<file path="src/rtl/risc_ctrl_pkg.sv">
// ---------------------------------------------------------------------------
// risc_ctrl_pkg
// Shared definitions for the 16-bit RISC multi-cycle controller:
//   - opcode values (instr[15:12])
//   - ALU operation codes driven on alu_op
//   - controller state encoding and decoded instruction classes
//   - err_code values
//   - rtype_alu(): maps an R-type opcode onto its ALU operation
// ---------------------------------------------------------------------------
package risc_ctrl_pkg;

  // Opcodes
  localparam logic [3:0] OP_LD  = 4'h0;
  localparam logic [3:0] OP_ST  = 4'h1;
  localparam logic [3:0] OP_ADD = 4'h2;
  localparam logic [3:0] OP_SUB = 4'h3;
  localparam logic [3:0] OP_INV = 4'h4;
  localparam logic [3:0] OP_LSL = 4'h5;
  localparam logic [3:0] OP_LSR = 4'h6;
  localparam logic [3:0] OP_AND = 4'h7;
  localparam logic [3:0] OP_OR  = 4'h8;
  localparam logic [3:0] OP_SLT = 4'h9;
  localparam logic [3:0] OP_BEQ = 4'hB;
  localparam logic [3:0] OP_BNE = 4'hC;
  localparam logic [3:0] OP_JMP = 4'hD;

  // ALU operations
  localparam logic [2:0] ALU_ADD = 3'b000;
  localparam logic [2:0] ALU_SUB = 3'b001;
  localparam logic [2:0] ALU_INV = 3'b010;
  localparam logic [2:0] ALU_LSL = 3'b011;
  localparam logic [2:0] ALU_LSR = 3'b100;
  localparam logic [2:0] ALU_AND = 3'b101;
  localparam logic [2:0] ALU_OR  = 3'b110;
  localparam logic [2:0] ALU_SLT = 3'b111;

  typedef enum logic [2:0] {
    ST_IDLE   = 3'd0,
    ST_FETCH  = 3'd1,
    ST_DECODE = 3'd2,
    ST_EXEC   = 3'd3,
    ST_MEM    = 3'd4,
    ST_WB     = 3'd5,
    ST_HALTED = 3'd6,
    ST_ERROR  = 3'd7
  } state_t;

  typedef enum logic [2:0] {
    CLS_LD, CLS_ST, CLS_RTYPE, CLS_BEQ, CLS_BNE, CLS_JMP, CLS_HALT, CLS_ILLEGAL
  } op_class_t;

  typedef enum logic [1:0] {
    ERR_NONE    = 2'b00,
    ERR_ILLEGAL = 2'b01,
    ERR_TIMEOUT = 2'b10
  } err_code_t;

  // R-type opcodes 2..9 map in order onto ALU codes ADD..SLT.
  function automatic logic [2:0] rtype_alu(input logic [3:0] op);
    logic [3:0] diff;
    diff = op - OP_ADD;
    return diff[2:0];
  endfunction

endpackage

</file>
<file path="src/rtl/risc_multicycle_ctrl_if.sv">
// ---------------------------------------------------------------------------
// risc_multicycle_ctrl_if
// Bundle between the multi-cycle controller and the datapath / data memory.
//   master : controller side (drives strobes, status)
//   slave  : datapath side  (drives run, opcode, mem_ack)
// Inputs to controller : run, opcode[3:0], mem_ack, step (RISC_CTRL_STEP_EN)
// Outputs              : ir_load_en, pc_write_en, jump, beq, bne,
//                        mem_read_en, mem_write_en, alu_src, reg_dst,
//                        mem_to_reg, reg_write_en, alu_op[2:0],
//                        busy, halted, err, err_code[1:0]
// Optional macro: RISC_CTRL_STEP_EN adds the single-step input.
// ---------------------------------------------------------------------------
interface risc_multicycle_ctrl_if;
  logic       run;
  logic [3:0] opcode;
  logic       mem_ack;
`ifdef RISC_CTRL_STEP_EN
  logic       step;
`endif
  logic       ir_load_en;
  logic       pc_write_en;
  logic       jump;
  logic       beq;
  logic       bne;
  logic       mem_read_en;
  logic       mem_write_en;
  logic       alu_src;
  logic       reg_dst;
  logic       mem_to_reg;
  logic       reg_write_en;
  logic [2:0] alu_op;
  logic       busy;
  logic       halted;
  logic       err;
  logic [1:0] err_code;

  modport master (
`ifdef RISC_CTRL_STEP_EN
    input  step,
`endif
    input  run, opcode, mem_ack,
    output ir_load_en, pc_write_en, jump, beq, bne, mem_read_en, mem_write_en,
           alu_src, reg_dst, mem_to_reg, reg_write_en, alu_op,
           busy, halted, err, err_code
  );

  modport slave (
`ifdef RISC_CTRL_STEP_EN
    output step,
`endif
    output run, opcode, mem_ack,
    input  ir_load_en, pc_write_en, jump, beq, bne, mem_read_en, mem_write_en,
           alu_src, reg_dst, mem_to_reg, reg_write_en, alu_op,
           busy, halted, err, err_code
  );
endinterface

</file>
<file path="src/rtl/risc_ctrl_decode.sv">
// ---------------------------------------------------------------------------
// risc_ctrl_decode
// Purely combinational opcode decoder.
//   opcode_i  : instr[15:12]
//   cls_o     : instruction class (LD/ST/RTYPE/BEQ/BNE/JMP/HALT/ILLEGAL)
//   alu_op_o  : ALU operation for the EXEC phase
//   reg_dst_o : 1 = R-type destination field
//   alu_src_o : 1 = immediate operand (LD/ST address)
// ---------------------------------------------------------------------------
module risc_ctrl_decode
  import risc_ctrl_pkg::*;
#(
  parameter logic [3:0] HALT_OPCODE = 4'hF
) (
  input  logic [3:0] opcode_i,
  output op_class_t  cls_o,
  output logic [2:0] alu_op_o,
  output logic       reg_dst_o,
  output logic       alu_src_o
);

  // NOTE: every output gets a default before the case so no path leaves a
  // value unassigned, which would otherwise infer a latch.
  always_comb begin
    cls_o     = CLS_ILLEGAL;
    alu_op_o  = ALU_ADD;
    reg_dst_o = 1'b0;
    alu_src_o = 1'b0;
    // The halt opcode is checked first so it overrides any other meaning.
    if (opcode_i == HALT_OPCODE) begin
      cls_o = CLS_HALT;
    end else begin
      case (opcode_i)
        OP_LD: begin cls_o = CLS_LD; alu_src_o = 1'b1; end
        OP_ST: begin cls_o = CLS_ST; alu_src_o = 1'b1; end
        OP_ADD, OP_SUB, OP_INV, OP_LSL, OP_LSR, OP_AND, OP_OR, OP_SLT: begin
          cls_o     = CLS_RTYPE;
          reg_dst_o = 1'b1;
          alu_op_o  = rtype_alu(opcode_i);
        end
        OP_BEQ:  begin cls_o = CLS_BEQ; alu_op_o = ALU_SUB; end
        OP_BNE:  begin cls_o = CLS_BNE; alu_op_o = ALU_SUB; end
        OP_JMP:  cls_o = CLS_JMP;
        default: cls_o = CLS_ILLEGAL;
      endcase
    end
  end

endmodule

</file>
<file path="src/rtl/risc_multicycle_ctrl.sv">
// ---------------------------------------------------------------------------
// risc_multicycle_ctrl
// Multi-cycle control FSM for the 16-bit RISC datapath:
//   IDLE -> FETCH -> DECODE -> EXEC -> [MEM] -> [WB] -> boundary
// Ports:
//   clk   : clock, all state on rising edge
//   rst_n : asynchronous active-low reset
//   bus   : risc_multicycle_ctrl_if.master (strobes, handshake, status)
// Parameters:
//   MEM_TIMEOUT : MEM cycles without mem_ack before a timeout error (1..255)
//   HALT_OPCODE : opcode that halts the core
// Optional macro RISC_CTRL_STEP_EN: in IDLE with run=0, a rising step
// starts one instruction; holding step high does not run a second one.
// Control outputs are combinational from state + opcode (+ mem_ack for the
// store commit), so an asynchronous reset drops them immediately.
// ---------------------------------------------------------------------------
module risc_multicycle_ctrl
  import risc_ctrl_pkg::*;
#(
  parameter int         MEM_TIMEOUT = 15,
  parameter logic [3:0] HALT_OPCODE = 4'hF
) (
  input logic                   clk,
  input logic                   rst_n,
  risc_multicycle_ctrl_if.master bus
);

  localparam logic [7:0] TIMEOUT_LAST = 8'(MEM_TIMEOUT - 1);

  state_t     state_q, state_d;
  logic [7:0] cnt_q, cnt_d;
  err_code_t  err_code_q, err_code_d;

  op_class_t  cls;
  logic [2:0] dec_alu_op;
  logic       dec_reg_dst;
  logic       dec_alu_src;
  state_t     boundary;

  risc_ctrl_decode #(.HALT_OPCODE(HALT_OPCODE)) u_decode (
    .opcode_i (bus.opcode),
    .cls_o    (cls),
    .alu_op_o (dec_alu_op),
    .reg_dst_o(dec_reg_dst),
    .alu_src_o(dec_alu_src)
  );

  assign boundary = bus.run ? ST_FETCH : ST_IDLE;

`ifdef RISC_CTRL_STEP_EN
  logic step_prev_q;
  always_ff @(posedge clk or negedge rst_n) begin
    if (!rst_n) step_prev_q <= 1'b0;
    else        step_prev_q <= bus.step;
  end
`endif

  // NOTE: sequential state uses non-blocking assignments so every register
  // samples the pre-edge values, independent of statement order.
  always_ff @(posedge clk or negedge rst_n) begin
    if (!rst_n) begin
      state_q    <= ST_IDLE;
      cnt_q      <= '0;
      err_code_q <= ERR_NONE;
    end else begin
      state_q    <= state_d;
      cnt_q      <= cnt_d;
      err_code_q <= err_code_d;
    end
  end

  // Next-state logic. The wait counter only counts inside MEM and restarts
  // from zero on every entry.
  always_comb begin
    state_d    = state_q;
    cnt_d      = '0;
    err_code_d = err_code_q;
    case (state_q)
      ST_IDLE: begin
        if (bus.run) state_d = ST_FETCH;
`ifdef RISC_CTRL_STEP_EN
        else if (bus.step && !step_prev_q) state_d = ST_FETCH;
`endif
      end
      ST_FETCH:  state_d = ST_DECODE;
      ST_DECODE: begin
        case (cls)
          CLS_ILLEGAL: begin state_d = ST_ERROR; err_code_d = ERR_ILLEGAL; end
          CLS_HALT:    state_d = ST_HALTED;
          default:     state_d = ST_EXEC;
        endcase
      end
      ST_EXEC: begin
        case (cls)
          CLS_LD, CLS_ST: state_d = ST_MEM;
          CLS_RTYPE:      state_d = ST_WB;
          default:        state_d = boundary;
        endcase
      end
      ST_MEM: begin
        if (bus.mem_ack) begin
          state_d = (cls == CLS_LD) ? ST_WB : boundary;
        end else if (cnt_q == TIMEOUT_LAST) begin
          state_d    = ST_ERROR;
          err_code_d = ERR_TIMEOUT;
        end else begin
          cnt_d = cnt_q + 8'd1;
        end
      end
      ST_WB:   state_d = boundary;
      default: state_d = state_q;  // HALTED / ERROR are terminal
    endcase
  end

  // Output logic
  always_comb begin
    bus.ir_load_en   = 1'b0;
    bus.pc_write_en  = 1'b0;
    bus.jump         = 1'b0;
    bus.beq          = 1'b0;
    bus.bne          = 1'b0;
    bus.mem_read_en  = 1'b0;
    bus.mem_write_en = 1'b0;
    bus.alu_src      = 1'b0;
    bus.reg_dst      = 1'b0;
    bus.mem_to_reg   = 1'b0;
    bus.reg_write_en = 1'b0;
    bus.alu_op       = ALU_ADD;
    case (state_q)
      ST_FETCH: bus.ir_load_en = 1'b1;
      ST_EXEC: begin
        bus.alu_op  = dec_alu_op;
        bus.alu_src = dec_alu_src;
        bus.beq     = (cls == CLS_BEQ);
        bus.bne     = (cls == CLS_BNE);
        bus.jump    = (cls == CLS_JMP);
        bus.pc_write_en = (cls == CLS_BEQ) || (cls == CLS_BNE) || (cls == CLS_JMP);
      end
      ST_MEM: begin
        bus.alu_op       = ALU_ADD;
        bus.alu_src      = 1'b1;
        bus.mem_read_en  = (cls == CLS_LD);
        bus.mem_write_en = (cls == CLS_ST);
        bus.pc_write_en  = (cls == CLS_ST) && bus.mem_ack;
      end
      ST_WB: begin
        bus.reg_write_en = 1'b1;
        bus.pc_write_en  = 1'b1;
        bus.reg_dst      = dec_reg_dst;
        bus.mem_to_reg   = (cls == CLS_LD);
      end
      default: ;
    endcase
  end

  assign bus.busy     = !(state_q inside {ST_IDLE, ST_HALTED, ST_ERROR});
  assign bus.halted   = (state_q == ST_HALTED);
  assign bus.err      = (state_q == ST_ERROR);
  assign bus.err_code = err_code_q;

endmodule

</file>
<file path="src/flat_wrapper.sv">
// flat-port wrapper written by rule: the top's interface ports become plain ports
module risc_multicycle_ctrl_flat import risc_ctrl_pkg::*;
#(
  parameter int         MEM_TIMEOUT = 15,
  parameter logic [3:0] HALT_OPCODE = 4'hF
)
  (clk, rst_n, bus_run, bus_opcode, bus_mem_ack, bus_ir_load_en, bus_pc_write_en, bus_jump, bus_beq, bus_bne, bus_mem_read_en, bus_mem_write_en, bus_alu_src, bus_reg_dst, bus_mem_to_reg, bus_reg_write_en, bus_alu_op, bus_busy, bus_halted, bus_err, bus_err_code);
  risc_multicycle_ctrl_if bus_i ();
  input logic clk;
  input logic rst_n;
  input wire logic [$bits(bus_i.run)-1:0] bus_run;
  input wire logic [$bits(bus_i.opcode)-1:0] bus_opcode;
  input wire logic [$bits(bus_i.mem_ack)-1:0] bus_mem_ack;
  output wire logic [$bits(bus_i.ir_load_en)-1:0] bus_ir_load_en;
  output wire logic [$bits(bus_i.pc_write_en)-1:0] bus_pc_write_en;
  output wire logic [$bits(bus_i.jump)-1:0] bus_jump;
  output wire logic [$bits(bus_i.beq)-1:0] bus_beq;
  output wire logic [$bits(bus_i.bne)-1:0] bus_bne;
  output wire logic [$bits(bus_i.mem_read_en)-1:0] bus_mem_read_en;
  output wire logic [$bits(bus_i.mem_write_en)-1:0] bus_mem_write_en;
  output wire logic [$bits(bus_i.alu_src)-1:0] bus_alu_src;
  output wire logic [$bits(bus_i.reg_dst)-1:0] bus_reg_dst;
  output wire logic [$bits(bus_i.mem_to_reg)-1:0] bus_mem_to_reg;
  output wire logic [$bits(bus_i.reg_write_en)-1:0] bus_reg_write_en;
  output wire logic [$bits(bus_i.alu_op)-1:0] bus_alu_op;
  output wire logic [$bits(bus_i.busy)-1:0] bus_busy;
  output wire logic [$bits(bus_i.halted)-1:0] bus_halted;
  output wire logic [$bits(bus_i.err)-1:0] bus_err;
  output wire logic [$bits(bus_i.err_code)-1:0] bus_err_code;
  assign bus_i.run = bus_run;
  assign bus_i.opcode = bus_opcode;
  assign bus_i.mem_ack = bus_mem_ack;
  assign bus_ir_load_en = bus_i.ir_load_en;
  assign bus_pc_write_en = bus_i.pc_write_en;
  assign bus_jump = bus_i.jump;
  assign bus_beq = bus_i.beq;
  assign bus_bne = bus_i.bne;
  assign bus_mem_read_en = bus_i.mem_read_en;
  assign bus_mem_write_en = bus_i.mem_write_en;
  assign bus_alu_src = bus_i.alu_src;
  assign bus_reg_dst = bus_i.reg_dst;
  assign bus_mem_to_reg = bus_i.mem_to_reg;
  assign bus_reg_write_en = bus_i.reg_write_en;
  assign bus_alu_op = bus_i.alu_op;
  assign bus_busy = bus_i.busy;
  assign bus_halted = bus_i.halted;
  assign bus_err = bus_i.err;
  assign bus_err_code = bus_i.err_code;
  risc_multicycle_ctrl #(.MEM_TIMEOUT(MEM_TIMEOUT), .HALT_OPCODE(HALT_OPCODE)) u_core (.clk(clk), .rst_n(rst_n), .bus(bus_i));
endmodule
</file>
<file path="config.mk">
export PLATFORM = sky130hd
export DESIGN_NAME = risc_multicycle_ctrl_flat
export DESIGN_NICKNAME = d
export VERILOG_FILES = /design/src/rtl/risc_ctrl_pkg.sv /design/src/rtl/risc_multicycle_ctrl_if.sv /design/src/rtl/risc_ctrl_decode.sv /design/src/rtl/risc_multicycle_ctrl.sv /design/src/flat_wrapper.sv
export SDC_FILE = /design/constraint.sdc
export NUM_CORES = 1
export LEC_CHECK = 0
export BUFFER_PORTS_ARGS = -buffer_cell sky130_fd_sc_hd__buf_2
export CAP_MARGIN = 20
export CORE_MARGIN = 2
export CORE_UTILIZATION = 46
export DETAILED_ROUTE_END_ITERATION = 8
export PLACE_DENSITY = 0.72
export REMOVE_ABC_BUFFERS = 1
export SYNTH_ARGS = -nofsm -noshare
export SYNTH_HDL_FRONTEND = slang
export SYNTH_SLANG_ARGS = --single-unit
</file>
<file path="constraint.sdc">
create_clock -name clk -period 3.46 [get_ports clk]
set_clock_uncertainty 0.1 [all_clocks]
set_input_delay 0.692 -clock clk [delete_from_list [all_inputs] [get_ports clk]]
set_output_delay 0.692 -clock clk [all_outputs]
set_load 0.02 [all_outputs]
</file>
; Word level (Yosys, flattened, before mapping)
; Index checks and enable logic that the tools add are counted.
[totals]
output_inout_bits = 19
word_cells = 89
ff_bits = 13
input_bits = 8
[op_classes]
addsub = 2
n_reduce_logical = 16
n_mux = 35
n_eq_ne = 33
[ops]
columns = operator, count
row1 = 3-bit one-hot mux with 6 select lines, 2
row2 = "3-bit == test, second input constant", 8
row3 = "4-bit == test, second input constant", 6
row4 = 8-bit two-way mux, 3
row5 = 3-bit two-way mux, 7
row6 = 3-bit one-hot mux with 2 select lines, 3
row7 = "4-bit by 3-bit == test with 1-bit output, second input constant", 4
row8 = 1-bit two-way mux, 14
row9 = "3-bit by 2-bit == test with 1-bit output, second input constant", 4
row10 = "8-bit by 1-bit adder with 8-bit output, second input constant", 1
row11 = "4-bit by 2-bit == test with 1-bit output, second input constant", 2
row12 = "8-bit by 4-bit == test with 1-bit output, second input constant", 1
row13 = 8-bit OR reduction, 1
row14 = "3-bit by 1-bit == test with 1-bit output, second input constant", 2
row15 = 3-bit logical NOT, 2
row16 = 2-bit two-way mux, 3
row17 = 6-bit nonzero test, 1
row18 = 2-bit OR reduction, 3
row19 = "4-bit by 1-bit == test with 1-bit output, second input constant", 1
row20 = 4-bit logical NOT, 1
row21 = "2-bit by 1-bit inequality test with 1-bit output, second input constant", 2
row22 = "2-bit inequality test, second input constant", 2
row23 = 2-bit one-hot mux with 2 select lines, 1
row24 = 4-bit AND reduction, 1
row25 = 10 further kinds, 11

; Longest topological paths before layout
; Gate-level depths: netlist (run 1).
[depth]
depth_word = 8
depth_mapped = 6
depth_no_buf = 5

; Cells and area by module
; From an unflattened synthesis (run 1), not the netlist that was laid out.
[unflattened]
cells_unflattened = 132
hier_area_um2 = 1048.5
[by_module_without_submodules]
columns = module, seq_area_each_um2, area_per_inst_um2, instances, cells_each
row1 = risc_multicycle_ctrl, 325.3, 882.1, 1, 109
row2 = risc_ctrl_decode, 0.0, 166.4, 1, 23

; Worst setup path after synthesis (run 1)
; No wires, ideal clock.
[synth_timing]
path_type = input port to output port
from = input port bus_opcode[1]
to = output port bus_pc_write_en
arrival_ns = 2.089
path_buffers = 1
t_required_ns = 2.668
slack_ns = 0.579
cell_stages = 4
path_cell_list = clkbuf_1 -> nor4_1 -> nand2_1 -> o311ai_0
[synth_between]
elab_chain_cells = 8
elab_cells_between_ends = 25
cone_classes = eq/ne (17) / mux (3) / reduce/logical (5)
[synth_lines]
columns = item, line_no
row1 = start: declaration, flat_wrapper.sv:12  ; input wire logic [$bits(bus_i.opcode)-1:0] bus_opcode;
row2 = 4-bit by 2-bit == test with 1-bit output (tied with other cells), risc_ctrl_decode.sv:33  ; case (opcode_i)
row3 = 8-bit OR reduction, risc_ctrl_decode.sv:33
row4 = 3-bit one-hot mux with 6 select lines, risc_ctrl_decode.sv:33
row5 = 3-bit two-way mux *, risc_ctrl_decode.sv:30  ; if (opcode_i == HALT_OPCODE) begin
row6 = 3-bit by 2-bit == test with 1-bit output / 3-bit == test (equally long branches), risc_multicycle_ctrl.sv:137  ; bus.pc_write_en = (cls == CLS_BEQ) || (cls == CLS_BNE) || (cls == CLS_JMP);
row7 = 1-bit logical OR (2 in series), risc_multicycle_ctrl.sv:137
row8 = 1-bit one-hot mux with 3 select lines *, risc_multicycle_ctrl.sv:129  ; case (state_q)
row9 = end: declaration, flat_wrapper.sv:15  ; output wire logic [$bits(bus_i.pc_write_en)-1:0] bus_pc_write_en;
; Every way passes the cells marked *; elsewhere a longest branch is shown, timed or not.

; Worst setup path after layout (run 1)
[layout_timing]
from = register u_core.state_q[1]
to = output port bus_pc_write_en
[layout_between]
elab_chain_cells = 2
elab_cells_between_ends = 4
cone_classes = eq/ne (3) / mux (1)
[layout_lines]
columns = item, line_no
row1 = start: declaration, risc_multicycle_ctrl.sv:30  ; state_t state_q, state_d;
row2 = start signal: assignment, risc_multicycle_ctrl.sv:66  ; state_q <= state_d;
row3 = 3-bit == test / 3-bit by 2-bit == test with 1-bit output (equally long branches), risc_multicycle_ctrl.sv:129
row4 = 1-bit one-hot mux with 3 select lines *, risc_multicycle_ctrl.sv:129
; Marks and branches as above.

==> results of run 1 <==
==> per-stage QoR <==
stage | setup WS [ps] | instance area, µm² | cells | hold slack, ps | power [W]
2_1_floorplan | 544.1 | 909.6 | 111 | 296.4 | 0.0004708
3_3_place_gp | 887.2 | 1081 | 165 | 394.9 | 0.0005820
3_5_place_dp | 866.8 | 1081 | 165 | 396.1 | 0.0005882
4_1_cts | 628.1 | 1107 | 169 | 196.3 | 0.0006781
5_1_grt | 485.0 | 1107 | 169 | 200.3 | 0.0007268
6_report | 626.7 | 1107 | 169 | 189.9 | 0.0006734
==> cell type report <==
| class | instances | area [µm²] |
|---|---|---|
| fill | 200 | 854.6 |
| clock buffer | 4 | 26.28 |
| multi-input combinational | 92 | 561.8 |
| timing repair buffer | 27 | 137.6 |
| sequential | 13 | 325.3 |
| inverter | 6 | 22.52 |
| tap | 27 | 33.78 |
==> registers in the layout (all words and copies together) (netlist names) <==
name	cells
u_core.bus.err_code	2
u_core.cnt_q	8
u_core.state_q	3
==> how the worst max path moves through the flow <==
stage	slack [ps]	cells after the start	to	startpoint
6_report	630	5	bus_pc_write_en	u_core.state_q[1]
5_1_grt	480	5	bus_pc_write_en	u_core.state_q[1]
4_1_cts	630	5	bus_pc_write_en	u_core.state_q[1]
3_5_place_dp	870	6	bus_alu_op[0]	bus_opcode[3]
3_3_place_gp	890	6	bus_alu_op[0]	bus_opcode[3]
2_1_floorplan	540	4	bus_pc_write_en	u_core.state_q[1]
==> cell families (layout without fill, tap and decap cells) <==
group,Yosys count,count (layout)
AO/OA/AOI/OAI,26,26
XOR/XNOR,7,7
adder cells (fa/ha/maj),2,2
buffers and inverters,14,37
flip-flops,13,13
multiplexers,2,2
AND/OR/NAND/NOR,55,55
==> metal layers <==
layer	global-route usage, %	wire, µm	vias to the layer above
li1	-	-	474
met1	21.65	904	432
met2	30.63	1049	16
met3	3.374	85	2
met4	5.556	18	0
met5	0	0	-
==> layout by cell type (no fill, tap or decap), types with 5 or more instances in the layout <==
cell and instances:
a21oi_1 5, buf_2 26, dfrtp_1 13, inv_1 6, nand2_1 10, nor2_1 16, nor3_1 6, o21ai_0 5
xor2_1 5
==> critical path, delay by kind of cell (launching register included) <==
family | cells | cell delay (ps)
simple gates | 3 | 950
flops | 1 | 510
buf+inv | 1 | 220
compound gates | 1 | 90
==> where the power goes <==
group / internal [W] / switching [W] / leakage [nW]
clock network: 0.0000446 / 0.0000452 / 0.0150
logic: 0.000135 / 0.000224 / 0.323
registers: 0.000181 / 0.0000435 / 0.169
total: 0.000360 / 0.000313 / 0.506
==> metrics.md, run 1 <==
| Metric | Value |
|---|---|
| Status | `finished clean` |
| Vias in the first global route | `815` |
| Reg2reg path depth | `4` |
| Critical path class | `flop to output port` |
| WP data required | `2670 ps` |
| Synth top cells by count | `16 x nor2_1, 13 x dfrtp_1, 10 x nand2_1, 6 x inv_1, 6 x nor3_1` |
| Clock latency on the worst-skew pair | `270 ps` |
| EDFF count, synth | `0` |
| CP Capture Type | `output port` |
| H-tree Lvls | `1` |
| Max Buffers Root-to-Sink | `2` |
| Total Routing Usage GR | `17.55%` |
| Hold Vio Cnt, Final | `0` |
| Fin crit share | `81.89%` |
| Final Setup Violations | `0` |
| Die area | `2444 µm²` |
| CTS tree | `built` |
| Compound-Gate Fraction of Synth Area | `18.31%` |
| Setup TNS | `0 ps` |
| Post-route DRC | `0` |
| Reg2reg start | `u_core.state_q[1]` |
| Flop-to-flop setup slack | `1480 ps` |
| TritonCTS buffer count | `3` |
| Post-layout min period | `2833 ps` |
| Die W | `49.44 µm` |
| Ant diodes | `0` |
| # resized after CTS | `0` |
| Leakage | `0.5064 nW` |
| Startpoint type of the worst setup path | `flop` |
| FMAX | `0.3529 GHz` |
| Asr flop ratio synth | `100.0%` |
| Io pins | `27` |
| Core Box Area | `1962 µm²` |
| Worst-Margin Slew | `385.8 ps` |
| Leading area contributor after synthesis | `dfrtp_1` |
| Synthesis Warnings | `0` |
| Synth cell types | `42` |
| Routed WL per cell | `12.17 µm` |
| TritonRoute pass-1 iters | `4` |
| Top cells by area, synth | `dfrtp_1 34%, nor2_1 6.3%, xor2_1 4.6%` |
| Avg Cell Area, Syn | `7.980 µm²` |
| Power Density | `608.1 nW/µm²` |
| Critical-path cell list | `or3b_1 > nor4_1 > nand2_1 > o311ai_0 > buf_2` |
| P&R area growth vs syn | `16.60%` |
| Main combinational cell family by area after synthesis | `simple AND/OR/NAND/NOR gates` |
| CP max FO | `14` |
| Share of cells above drive strength 1 | `23.24%` |
| Clk sinks | `13` |
| Setup Buffers After CTS | `0` |
| Initial antenna violation count | `0` |
| Hold buffer count at cts | `0` |
| Simple-Gate Fraction of Synth Area | `29.51%` |
| R2R Path End | `u_core.state_q[1]` |
| Most common cell in the netlist | `nor2_1` |
| Port Buffers | `26` |
| Die Ht | `49.44 µm` |
| Drt total wl | `2057 µm` |
| Slowest stage cell on the critical path | `or3b_1` |
| Crit path arrival time | `2040 ps` |
| DPL Wire Length | `1588 µm` |
| Starting DRT DRC Count | `11` |
| Final slew viol count | `0` |
| Slowest stage delay, CP | `520 ps` |
| Clock Tree Root | `clkbuf_4` |
| Gr ovfl total | `0` |
| Max_cap viols | `0` |
| Adder-Cell Fraction of Synth Area | `2.635%` |
| Mapped Area | `949.7 µm²` |
| Post-DR vias/cell | `5.467` |
| HP Class | `primary input to asynchronous set/reset pin` |
| Register area share after synthesis | `34.26%` |
| Nets | `153` |
| Row cnt | `16` |
| Mux cell area share after synthesis | `2.240%` |
| Via count | `924` |
| Post-layout util | `56.44%` |
| Share of the synthesized area in the top cell type | `34.26%` |
| Clk slew on worst S/H paths | `80 ps` |
| Initial Utilization | `48.41%` |
| Post-Synthesis Cells | `119` |
| Worst vdd ir | `0.3072 mV` |
| Slew HR | `74.28%` |
| Pin count of the biggest net entering global routing | `15` |
| First-pass GRT wire length | `3443 µm` |
| Flop and latch count out of synthesis | `13` |
| Routed Antenna Nets | `0` |
| RePlAce Congestion | `0.8536` |
| Synth Flop Type | `dfrtp_1` |
| Xor/xnor share of the synthesized area | `6.456%` |
| RSZ-0062 raised after global routing | `false` |
Power figures use the tool's default switching activity.
==> run 2, diff against run 1 <==
- PLACE_DENSITY: 0.72 -> 0.75
- clock period: 3.46 -> 2.3 ns (I/O delays scaled with it)
==> metrics.md, run 2 (synthesis gave the netlist of run 1 again) <==
| Metric | Value |
|---|---|
| Die area | `2444 µm² (unchanged)` |
| RePlAce Congestion | `0.8521 (was 0.8536)` |
| Ant diodes | `0 (unchanged)` |
| Crit path arrival time | `1630 ps (was 2040 ps)` |
| Combinational power share | `60.3% (was 53.3%)` |
| Initial antenna violation count | `0 (unchanged)` |
| Via count | `954 (was 924)` |
| Max Buffers Root-to-Sink | `2 (unchanged)` |
| Fin crit share | `95.26%` |
| Port Buffers | `26 (unchanged)` |
| Hold Vio Cnt, Final | `0 (unchanged)` |
| Clk sinks | `13 (unchanged)` |
| Commonest cells after routing, fill and taps aside | `26 x buf_2, 16 x nor2_1, 13 x dfrtp_1 (unchanged)` |
| CTS tree | `built (unchanged)` |
| Pin count of the biggest net entering global routing | `15 (unchanged)` |
| Slowest stage delay, CP | `420 ps (was 520 ps)` |
| Commonest non-fill, non-tap cell in the layout | `buf_2 (unchanged)` |
| Clock Tree Root | `clkbuf_4 (unchanged)` |
| Vias in the first global route | `859 (was 815)` |
| Busiest grt layer | `met2 (unchanged)` |
| Met2 Use GR | `31.76% (was 30.63%)` |
| Core Box Area | `1962 µm² (unchanged)` |
| Bufs and invs on worst path | `1 (unchanged)` |
| Final Cell Area | `1165 µm² (was 1107 µm²)` |
| Starting DRT DRC Count | `25 (was 11)` |
| Max_cap viols | `0 (unchanged)` |
| FMAX | `0.4564 GHz` |
| CP max FO | `2 (was 14)` |
| Slowest stage cell on the critical path | `or3b_1 (unchanged)` |
| Share of cells above drive strength 1 | `28.77% (was 23.24%)` |
| WP data required | `1740 ps (was 2670 ps)` |
| RSZ-0062 raised after global routing | `false (unchanged)` |
| Startpoint type of the worst setup path | `flop (unchanged)` |
| Final slew viol count | `0 (unchanged)` |
| Switching Share | `45.46% (was 46.49%)` |
| Sw Pwr | `0.0004931 W (was 0.0003131 W)` |
| Row cnt | `16 (unchanged)` |
| HP Class | `flop to flop (was primary input to asynchronous set/reset pin)` |
| Total power | `0.001085 W (was 0.0006734 W)` |
| Post-layout min period | `2191 ps` |
| Met1 usage | `22.63% (was 21.65%)` |
| Post-layout util | `59.38% (was 56.44%)` |
| Clock power frac | `12.4% (was 13.3%)` |
| Io pins | `27 (unchanged)` |
| Drt total wl | `2101 µm (was 2057 µm)` |
| Initial Utilization | `48.41% (unchanged)` |
| DPL Wire Length | `1610 µm (was 1588 µm)` |
| P&R area growth vs syn | `22.66% (was 16.60%)` |
| Gr ovfl total | `0 (unchanged)` |
| Post-route DRC | `0 (unchanged)` |
| Worst vdd ir | `0.4844 mV (was 0.3072 mV)` |
| Critical path class | `flop to output port (unchanged)` |
| Power Density | `931.2 nW/µm² (was 608.1 nW/µm²)` |
| Die W | `49.44 µm (unchanged)` |
| Leakage | `0.5296 nW (was 0.5064 nW)` |
| Total Routing Usage GR | `18.12% (was 17.55%)` |
| H-tree Lvls | `1 (unchanged)` |
| CP Capture Type | `output port (unchanged)` |
| Setup Buffers After CTS | `0 (unchanged)` |
| TritonRoute pass-1 iters | `4 (unchanged)` |
| Status | `finished clean (unchanged)` |
| Cell Int Power | `0.0005917 W (was 0.0003603 W)` |
| Final Setup Violations | `0 (unchanged)` |
| Routed Antenna Nets | `0 (unchanged)` |
| Worst-Margin Slew | `365.5 ps (was 385.8 ps)` |
| Die Ht | `49.44 µm (unchanged)` |
| FILL cells | `203 (was 200)` |
| Post-DR vias/cell | `5.514 (was 5.467)` |
| Clock latency on the worst-skew pair | `270 ps (about the same)` |
| Top reg by flops | `u_core.cnt_q (unchanged)` |
| First-pass GRT wire length | `3525 µm (was 3443 µm)` |
| Slew HR | `75.64% (was 74.28%)` |
| Critical-path cell list | `or3b_1 > nor4_2 > nand2_1 > o311ai_1 > buf_2 (was or3b_1 > nor4_1 > nand2_1 > o311ai_0 > buf_2)` |
| TritonCTS buffer count | `3 (unchanged)` |
| Area occupied by multi-input gates | `583.1 µm² (was 561.8 µm²)` |
| Family with the most delay on the worst path | `simple AND/OR/NAND/NOR gates (unchanged)` |
| Part of the power in registers | `27.3% (was 33.4%)` |
| GRT met3 Usage | `3.067% (was 3.374%)` |
| Setup TNS | `0 ps (unchanged)` |
| Clk slew on worst S/H paths | `70 ps (was 80 ps)` |
| Nets | `157 (was 153)` |
| Sequential Area | `325.3 µm² (unchanged)` |
| DP Area | `1104 µm² (was 1081 µm²)` |
| Max reg flops | `8 (unchanged)` |
| Routed WL per cell | `12.14 µm (was 12.17 µm)` |
-- run 2: cell count changes in the layout (fill, tap and decap cells not counted), sizes merged --
cell         previous run  this run
buf                    27        30
dlygate4sd3             0         1
-- run 2: worst paths after layout --
| kind | start | to | slack [ps] | cells after the start |
|---|---|---|---|---|
| min | u_core.bus.err_code[0] | u_core.bus.err_code[0] | 400 | 1 |
| min reg2reg | u_core.bus.err_code[0] | u_core.bus.err_code[0] | 400 | 1 |
| max | u_core.state_q[1] | bus_pc_write_en | 110 | 5 |
| min in group asynchronous | rst_n | u_core.state_q[1] | 490 | 2 |
| max in group asynchronous | rst_n | u_core.cnt_q[1] | 1390 | 2 |
| max reg2reg | u_core.state_q[2] | u_core.bus.err_code[0] | 430 | 5 |
-- run 2: what timing repair did --
item                                    4_1_cts  5_1_grt
gates cloned                                  0        0
endpoints found under the setup margin        1        5
pin swaps                                     1        0
endpoints found under the hold margin        13        0
hold buffers                                  1        0
resized for setup                             1        7
-- run 2: power groups by stage --
stage	clock, W	sequential (W)	combinational (W)
3_5_place_dp	0	0.000300	0.000624
6_report	0.000135	0.000296	0.000654
5_1_grt	0.000151	0.000303	0.000721
3_3_place_gp	0	0.000298	0.000613
2_1_floorplan	0	0.000364	0.000344
4_1_cts	0.000140	0.000295	0.000629
-- run 2: per-stage QoR --
stage               setup WS [ps]  std cells  hold WS, ps
floorplan                  -383.9        111        64.41
global placement            212.2        168        252.6
detailed placement          177.2        168        258.9
CTS                        0.2064        173        405.8
global route                11.20        173        427.8
finish                      109.0        173        401.5
-- run 2: per-layer routing --
layer  share of wire (%)  wire (µm)
met5                   0          0
met4                0.86         18
met3                 3.9         81
met2                  51       1070
met1                  44        931
-- run 2: cell type report --
cell class	instances	area share (%)
clock buffers	4	2.256
well taps	27	2.900
flip-flops and latches	13	27.93
inverters	6	1.933
multi-input cells	92	50.05
repair buffers	31	14.93
==> run 3, diff against run 2 <==
- SETUP_SLACK_MARGIN: unset -> 0.2
==> metrics.md, run 3 (synthesis gave the netlist of run 1 again) <==
| Metric | Value |
|---|---|
| Status | `finished clean (unchanged)` |
| Core Box Area | `1962 µm² (unchanged)` |
| Slowest stage delay, CP | `420 ps (about the same)` |
| Final Setup Violations | `0 (unchanged)` |
| Bufs and invs on worst path | `1 (unchanged)` |
| CP Capture Type | `output port (unchanged)` |
| Ant diodes | `0 (unchanged)` |
| Worst vdd ir | `0.5263 mV (was 0.4844 mV)` |
| Pin count of the biggest net entering global routing | `15 (unchanged)` |
| Critical-path cell list | `or3b_4 > nor4_4 > nand2_1 > o311ai_2 > buf_4 (was or3b_1 > nor4_2 > nand2_1 > o311ai_1 > buf_2)` |
| Fin crit share | `97.36% (was 95.26%)` |
| TritonRoute pass-1 iters | `4 (unchanged)` |
| P&R area growth vs syn | `42.42% (was 22.66%)` |
| Leakage | `0.6029 nW (was 0.5296 nW)` |
| Max_cap viols | `0 (unchanged)` |
| Worst-Margin Slew | `361.5 ps (was 365.5 ps)` |
| Commonest cells after routing, fill and taps aside | `18 x buf_4, 15 x nor2_1, 15 x buf_2 (was 26 x buf_2, 16 x nor2_1, 13 x dfrtp_1)` |
| Post-DR vias/cell | `5.621 (was 5.514)` |
| Share of cells above drive strength 1 | `37.42% (was 28.77%)` |
| Post-layout min period | `2239 ps (was 2191 ps)` |
| Family with the most delay on the worst path | `simple AND/OR/NAND/NOR gates (unchanged)` |
| Row cnt | `16 (unchanged)` |
| HP Start | `u_core.bus.err_code[0] (unchanged)` |
| Reg2reg start | `u_core.state_q[2] (unchanged)` |
| TritonCTS buffer count | `3 (unchanged)` |
| WP data required | `1740 ps (about the same)` |
| Nets | `166 (was 157)` |
| Clock latency on the worst-skew pair | `270 ps (about the same)` |
| Post-Place Setup Slack | `177.2 ps (unchanged)` |
| Top reg by flops | `u_core.cnt_q (unchanged)` |
| Setup crit start | `u_core.state_q[0] (was u_core.state_q[1])` |
| Max reg flops | `8 (unchanged)` |
| Gr ovfl total | `0 (unchanged)` |
| DPL Wire Length | `1610 µm (unchanged)` |
| Drt total wl | `2514 µm (was 2101 µm)` |
| Setup ws final | `60.73 ps (was 109.0 ps)` |
| Critical path class | `flop to output port (unchanged)` |
| CTS tree | `built (unchanged)` |
| Crit path arrival time | `1680 ps (was 1630 ps)` |
| Die Ht | `49.44 µm (unchanged)` |
| Initial antenna violation count | `0 (unchanged)` |
| Routed WL per cell | `13.81 µm (was 12.14 µm)` |
| Startpoint type of the worst setup path | `flop (unchanged)` |
| Die area | `2444 µm² (unchanged)` |
| Area occupied by multi-input gates | `650.6 µm² (was 583.1 µm²)` |
| RSZ-0062 raised after global routing | `true (was false)` |
| Post-route DRC | `0 (unchanged)` |
| Initial Utilization | `48.41% (unchanged)` |
| Starting DRT DRC Count | `28 (was 25)` |
| Sequential Area | `325.3 µm² (unchanged)` |
| Commonest non-fill, non-tap cell in the layout | `buf_4 (was buf_2)` |
| Clock Tree Root | `clkbuf_4 (unchanged)` |
| Max Buffers Root-to-Sink | `2 (unchanged)` |
| First-pass GRT wire length | `4133 µm (was 3525 µm)` |
| FMAX | `0.4466 GHz (was 0.4564 GHz)` |
| Post-layout util | `68.94% (was 59.38%)` |
| Slew HR | `75.72% (was 75.64%)` |
| Via count | `1,023 (was 954)` |
| Clk sinks | `13 (unchanged)` |
| Total Routing Usage GR | `21.23% (was 18.12%)` |
| RePlAce Congestion | `0.8521 (unchanged)` |
| Power Density | `979.6 nW/µm² (was 931.2 nW/µm²)` |
| H-tree Lvls | `1 (unchanged)` |
| FILL cells | `167 (was 203)` |
| Hold Vio Cnt, Final | `0 (unchanged)` |
| Setup TNS | `0 ps (unchanged)` |
| Io pins | `27 (unchanged)` |
| Routed Antenna Nets | `0 (unchanged)` |
| Die W | `49.44 µm (unchanged)` |
| Clk slew on worst S/H paths | `70 ps (about the same)` |
| Port Buffers | `26 (unchanged)` |
| HP Class | `flop to flop (unchanged)` |
| CP max FO | `2 (unchanged)` |
| Slowest stage cell on the critical path | `or3b_4 (was or3b_1)` |
| Vias in the first global route | `987 (was 859)` |
| Final slew viol count | `0 (unchanged)` |
[run 3: cell types whose count changed in the layout (fill, tap and decap cells not counted), moves of 2 or more]
cell	delta
buf_2	-11
buf_4	+15
buf_6	+5
nor3_1	-2
nor4_4	+2
[run 3: power breakdown]
group / internal, W / switching (W) / total [W]
clock network: 0.0000672 / 0.0000679 / 0.000135
registers: 0.000274 / 0.0000280 / 0.000302
logic: 0.000392 / 0.000496 / 0.000888
total: 0.000733 / 0.000592 / 0.00133
[run 3: layout make-up]
class	count	area share [%]
multi-input cells	92	48.10
flip-flops and latches	13	24.05
repair buffers	40	21.28
well taps	27	2.498
inverters	6	2.128
clock buffers	4	1.943
[run 3: final timing paths]
path / endpoint / slack [ps] / depth (start not counted)
worst min register to register: u_core.bus.err_code[0] / 400 / 1
worst min-delay path: u_core.bus.err_code[0] / 400 / 1
worst max register to register: u_core.bus.err_code[0] / 300 / 6
worst max-delay path: bus_pc_write_en / 60 / 5
min in group asynchronous: u_core.state_q[1] / 490 / 2
max in group asynchronous: u_core.cnt_q[1] / 1380 / 2
[run 3: timing repair]
item,4_1_cts,5_1_grt
setup buffers,8,1
gates resized for setup,18,21
pin swaps,6,3
endpoints found under the hold margin,13,0
hold buffers,1,0
setup endpoints to repair,9,13
[run 3: through the flow]
| step | hold slack (ps) | total power (W) | instances | instance area, µm² |
|---|---|---|---|---|
| floorplan | 64.41 | 0.0007082 | 111 | 909.6 |
| global placement | 252.6 | 0.0009107 | 168 | 1104 |
| detailed placement | 258.9 | 0.0009235 | 168 | 1104 |
| CTS | 405.8 | 0.001213 | 181 | 1262 |
| global route | 427.8 | 0.001418 | 182 | 1353 |
| finish | 401.5 | 0.001325 | 182 | 1353 |
[run 3: routing by layer]
layer | part of all wire (%) | routed length [µm] | vias up | global-route usage, %
met1 | 41 | 1034 | 487 | 23.79
li1 | - | - | 501 | -
met5 | 0 | 0 | - | 0
met3 | 4.1 | 103 | 2 | 3.374
met2 | 54 | 1357 | 33 | 40.32
met4 | 0.72 | 18 | 0 | 6.944
